## src/rtl/rev_level_tracker.sv

```systemverilog
// Revolution level tracker: qualifies a requested level for HOLD_CYCLES samples, then ramps C one step per cycle.
// Optional overspeed flag on a sustained top level is built when REV_OVERSPEED_EN is defined.
module rev_level_tracker #(
  parameter int LEVEL_W     = 2,
  parameter int LEVELS      = 4,
  parameter int HOLD_CYCLES = 3,
  parameter int OVS_CYCLES  = 8
) (
  input  logic               clk,
  input  logic               reset,
  input  logic               A,
  input  logic [LEVEL_W-1:0] R,
  output logic [LEVEL_W-1:0] C,
  output logic               changed,
  output logic               busy,
  output logic               at_max
`ifdef REV_OVERSPEED_EN
  ,
  output logic               ovs
`endif
);

  localparam int CNT_W = (HOLD_CYCLES < 2) ? 1 : $clog2(HOLD_CYCLES + 1);
  localparam logic [LEVEL_W:0]   LEVELS_X = LEVELS[LEVEL_W:0];
  localparam logic [LEVEL_W-1:0] TOP_L    = LEVEL_W'(LEVELS - 1);
  localparam logic [CNT_W-1:0]   HOLD_L   = CNT_W'(HOLD_CYCLES);

  typedef enum logic [1:0] {
    S_OFF    = 2'd0,
    S_STEADY = 2'd1,
    S_QUAL   = 2'd2,
    S_RAMP   = 2'd3
  } state_t;

  state_t             r_state, w_state_nxt;
  logic [LEVEL_W-1:0] r_c, w_c_nxt;
  logic [LEVEL_W-1:0] r_cand, w_cand_nxt;
  logic [CNT_W-1:0]   r_cnt, w_cnt_nxt;
  logic               r_changed, w_changed_nxt;
  logic [LEVEL_W-1:0] w_tgt;
  logic [LEVEL_W-1:0] w_step;
  logic [CNT_W-1:0]   w_cnt_inc;

  assign w_tgt     = ({1'b0, R} < LEVELS_X) ? R : TOP_L;
  assign w_cnt_inc = r_cnt + CNT_W'(1);
  assign w_step    = (r_cand > r_c) ? (r_c + LEVEL_W'(1)) : (r_c - LEVEL_W'(1));

  always_comb begin
    w_state_nxt   = r_state;
    w_c_nxt       = r_c;
    w_cand_nxt    = r_cand;
    w_cnt_nxt     = r_cnt;
    w_changed_nxt = 1'b0;
    if (!A) begin
      w_state_nxt   = S_OFF;
      w_c_nxt       = '0;
      w_cnt_nxt     = '0;
      w_changed_nxt = (r_c != '0);
    end else begin
      case (r_state)
        S_OFF: begin
          w_state_nxt = S_STEADY;
        end
        S_STEADY: begin
          if (w_tgt != r_c) begin
            w_cand_nxt  = w_tgt;
            w_cnt_nxt   = CNT_W'(1);
            w_state_nxt = (HOLD_CYCLES == 1) ? S_RAMP : S_QUAL;
          end else begin
            w_state_nxt = S_STEADY;
          end
        end
        S_QUAL: begin
          if (w_tgt == r_cand) begin
            w_cnt_nxt   = w_cnt_inc;
            w_state_nxt = (w_cnt_inc >= HOLD_L) ? S_RAMP : S_QUAL;
          end else if (w_tgt == r_c) begin
            w_cnt_nxt   = '0;
            w_state_nxt = S_STEADY;
          end else begin
            w_cand_nxt  = w_tgt;
            w_cnt_nxt   = CNT_W'(1);
          end
        end
        S_RAMP: begin
          // cand is latched here; R is not looked at until STEADY again
          if (r_cand != r_c) begin
            w_c_nxt       = w_step;
            w_changed_nxt = 1'b1;
            w_state_nxt   = (w_step == r_cand) ? S_STEADY : S_RAMP;
          end else begin
            w_state_nxt   = S_STEADY;
          end
          if (w_state_nxt == S_STEADY) begin
            w_cnt_nxt = '0;
          end else begin
            w_cnt_nxt = r_cnt;
          end
        end
        default: begin
          w_state_nxt = S_OFF;
          w_c_nxt     = '0;
          w_cnt_nxt   = '0;
        end
      endcase
    end
  end

  always_ff @(posedge clk) begin
    if (reset) begin
      r_state   <= S_OFF;
      r_c       <= '0;
      r_cand    <= '0;
      r_cnt     <= '0;
      r_changed <= 1'b0;
    end else begin
      r_state   <= w_state_nxt;
      r_c       <= w_c_nxt;
      r_cand    <= w_cand_nxt;
      r_cnt     <= w_cnt_nxt;
      r_changed <= w_changed_nxt;
    end
  end

  assign C       = r_c;
  assign changed = r_changed;
  assign busy    = (r_state == S_QUAL) || (r_state == S_RAMP);
  assign at_max  = (r_c == TOP_L);

`ifdef REV_OVERSPEED_EN
  localparam int OVS_W = (OVS_CYCLES < 2) ? 1 : $clog2(OVS_CYCLES + 1);
  localparam logic [OVS_W-1:0] OVS_L = OVS_W'(OVS_CYCLES);

  logic [OVS_W-1:0] r_ovs_cnt;
  logic             r_ovs;
  logic [OVS_W-1:0] w_ovs_inc;

  assign w_ovs_inc = (r_ovs_cnt >= OVS_L) ? r_ovs_cnt : (r_ovs_cnt + OVS_W'(1));

  // Dwell counter at the top level; ovs is sticky until engine off or reset
  always_ff @(posedge clk) begin
    if (reset || !A) begin
      r_ovs_cnt <= '0;
      r_ovs     <= 1'b0;
    end else if ((r_state == S_STEADY) && (r_c == TOP_L)) begin
      r_ovs_cnt <= w_ovs_inc;
      r_ovs     <= r_ovs | (w_ovs_inc >= OVS_L);
    end else begin
      r_ovs_cnt <= '0;
      r_ovs     <= r_ovs;
    end
  end

  assign ovs = r_ovs;
`endif

endmodule

```

## config.mk

```make
export PLATFORM = sky130hd
export DESIGN_NAME = rev_level_tracker
export DESIGN_NICKNAME = d
export VERILOG_FILES = /design/src/rtl/rev_level_tracker.sv
export SDC_FILE = /design/constraint.sdc
export NUM_CORES = 1
export LEC_CHECK = 0
export BUFFER_PORTS_ARGS = -buffer_cell sky130_fd_sc_hd__buf_4
export CAP_MARGIN = 40
export CORE_MARGIN = 4
export CORE_UTILIZATION = 35
export DETAILED_ROUTE_END_ITERATION = 16
export PLACE_DENSITY = 0.63
export REMOVE_ABC_BUFFERS = 1
export SLEW_MARGIN = 20
export SYNTH_ARGS = -nofsm -noshare
export SYNTH_HDL_FRONTEND = slang
export SYNTH_SLANG_ARGS = --single-unit
```

## constraint.sdc

```tcl
create_clock -name clk -period 3.3 [get_ports clk]
set_input_delay 0.495 -clock clk [delete_from_list [all_inputs] [get_ports clk]]
set_output_delay 0.495 -clock clk [all_outputs]
set_load 0.01 [all_outputs]
```

==> results.json <==
{
  "layout-drive-gt1-share": 0.179,
  "critPathCapture": "r_cnt[0]",
  "synth_edf_count": 0,
  "netlist_instances": 68,
  "fp.dieArea_um2": 2380,
  "clockBufferDepth": 2,
  "antenna_cells": 0,
  "p_seq_frac": 0.492,
  "r2r_end": "r_cnt[0]",
  "finalSetupViolations": 0,
  "grt_max_degree": 9,
  "max_stage_delay_ps": 480,
  "path_max_fanout": 8,
  "p_switching_mw": 0.0590,
  "rsz0062_at_grt": "no",
  "path_buf_inv": 1,
  "cellLeakagePower_nw": 0.283,
  "critPathLaunch": "C[1]",
  "wirelength_um": 1160,
  "dpl.hpwl_um": 925,
  "drtIter0Drc": 20,
  "cts_resized": 0,
  "comb_power_share": 0.139,
  "whs_path_depth": 2,
  "crit_type": "reg -> reg",
  "drtAntennaViolNets": 0,
  "async_flop_share": 0,
  "syn2layout_area_growth_pct": 17.4,
  "ff_latch_area_um2": 180,
  "cp-end-kind": "flop",
  "reg2reg_depth": 7,
  "start_util": 0.378,
  "cts_tree": "yes",
  "path_clk_slew_ps": 60,
  "fillers": 165,
  "ys_warn_count": 0,
  "slew_viol_final": 0,
  "synth.distinct_cells": 30,
  "firstDrtPassIters": 4,
  "switching_share": 0.253,
  "route.detailed.drc": 0,
  "relSlewSlack": 0.770,
  "met1Wirelength_um": 587,
  "start_kind": "flop",
  "cts.sinks": 9,
  "top_layer_used": "met4",
  "clk_latency_ps": 260,
  "p_int_mw": 0.175,
  "hold_buffers": 0,
  "ios": 10,
  "worst_pin_slew_ps": 345,
  "vias_per_cell": 5.30,
  "critical-path-top-delay-family": "simple AND/OR/NAND/NOR gates",
  "dr_wl_met3_um": 61,
  "tns_ps": 0,
  "maxCapViolCount": 0,
  "core_um2": 1540,
  "cts-root-buf": "clkbuf_4",
  "synth_area_um2": 583,
  "multi_input_area_um2": 379,
  "place_inst": 90,
  "cp.depth": 7,
  "hold_viol": 0,
  "crit_arrival_ps": 2210,
  "peakVddDrop_v": 0.000153,
  "power_frac_clock": 0.368,
  "port_buffers": 9,
  "synth-seq-area-share": 0.309,
  "overflow": 0,
  "cp_cell_sequence": "inv_1, ha_1, and2b_4, or3_1, a21o_1, and2_0, o221a_1",
  "clock_skew_ps": 6.03,
  "die_h_um": 48.8,
  "r2r_slack_ps": 1240,
  "netlist.area_leader.share": 0.309,
  "finalCritPeriodShare": 0.624,
  "placement.cell_area_um2": 658,
  "finalCriticalPeriod_ps": 2060,
  "nets": 87,
  "synth_top_cell_by_area": "dfxtp_1",
  "cts_buffers": 3,
  "globalplace.congestion": 0.763,
  "hp-class": "in -> reg",
  "r2r_start": "C[1]",
  "gr-usage-all-layers": 0.106,
  "wl_met2_um": 496,
  "synth_area_per_cell_um2": 8.57,
  "synth_area_leaders": "dfxtp_1, xnor2_1, ha_1, xnor3_1, a21oi_1",
  "worst_slack_ps": 1240,
  "grt_pass1_vias": 445,
  "post_drt_wl_per_cell_um": 12.4,
  "grt_pass1_wl_um": 1970,
  "place_ws_ps": 1260,
  "die_w_um": 48.8,
  "pwr_density_cell_nw_per_um2": 341,
  "rows": 14,
  "ys_ff_latch": 9,
  "finalPower_mw": 0.234,
  "final_cell_area_um2": 684,
  "htree_levels": 1,
  "cp_data_required_time_ps": 3450,
  "critPathSlowestCell": "dfxtp_1",
  "fin_cells": 94,
  "fmax_mhz": 486,
  "antenna_found_initial": 0,
  "vias": 498,
  "synth_ff_type": "dfxtp_1",
  "status": "completed",
  "cts_setup_buffers": 0
}
-- power by group through the flow --
stage / sequential [mW] / combinational [mW] / clock [mW]
6_report: 0.115 / 0.0326 / 0.0860
5_1_grt: 0.116 / 0.0371 / 0.0948
4_1_cts: 0.115 / 0.0328 / 0.0892
3_5_place_dp: 0.118 / 0.0326 / 0
3_3_place_gp: 0.117 / 0.0323 / 0
2_1_floorplan: 0.117 / 0.0208 / 0
-- worst min-delay path by stage --
stage | end | slack (ps) | startpoint
2_1_floorplan | r_cnt[1] | 440 | r_cnt[1]
3_3_place_gp | r_cnt[1] | 460 | r_cnt[1]
3_5_place_dp | r_cnt[1] | 470 | r_cnt[1]
4_1_cts | r_cand[0] | 420 | reset
5_1_grt | r_cand[0] | 420 | reset
6_report | r_cand[0] | 420 | reset
-- cells by family after synthesis --
logic type	synth area share
adder cells (fa/ha/maj)	0.0644
AO/OA/AOI/OAI	0.185
AND/OR/NAND/NOR	0.208
XOR/XNOR	0.159
multiplexers	0.0343
flip-flops	0.309
buffers and inverters	0.0408
-- cell type report --
type | count | share of cell area
clock buffers | 4 | 0.0384
inverters | 3 | 0.0165
multi-input cells | 53 | 0.554
flip-flops and latches | 9 | 0.263
well taps | 16 | 0.0293
repair buffers | 9 | 0.0987
-- flip-flops by register name (all words and copies together), names as in the netlist --
signal and count:
r_cand 2, changed 1, r_cnt 2, C 2
r_state 2
-- Yosys cell counts, types with 2 or more instances --
library cell,number
xor2_1,2
or3_1,3
xnor2_1,6
mux2i_1,2
nand2b_1,2
o21ai_0,4
nor2b_1,2
nand2_1,5
a21oi_1,4
inv_1,3
nor3_1,2
clkbuf_1,2
nor2_1,4
ha_1,3
dfxtp_1,9
-- stage by stage --
| stage | utilization | hold slack, ps |
|---|---|---|
| after floorplan | - | 442 |
| after global placement | 0.427 | 455 |
| after detailed placement | 0.427 | 465 |
| after CTS | 0.444 | 420 |
| after global routing | 0.444 | 423 |
| final | 0.444 | 422 |
-- cells in the final DEF (no fill, tap or decap), types with 2 or more instances in the layout --
| cell | count |
|---|---|
| nor3_1 | 2 |
| xnor2_1 | 6 |
| nor2_1 | 4 |
| nand2_1 | 5 |
| nor2b_1 | 2 |
| ha_1 | 3 |
| mux2i_1 | 2 |
| buf_4 | 9 |
| nand2b_1 | 2 |
| dfxtp_1 | 9 |
| o21ai_0 | 4 |
| or3_1 | 3 |
| xor2_1 | 2 |
| a21oi_1 | 4 |
| clkbuf_4 | 3 |
| inv_1 | 3 |
-- layer usage --
layer	global-route usage	vias to the layer above
met3	0.0398	2
met5	0	-
met1	0.139	224
met2	0.150	12
met4	0.0538	0
li1	-	260
Note: power is estimated with default switching activity, not from simulation.
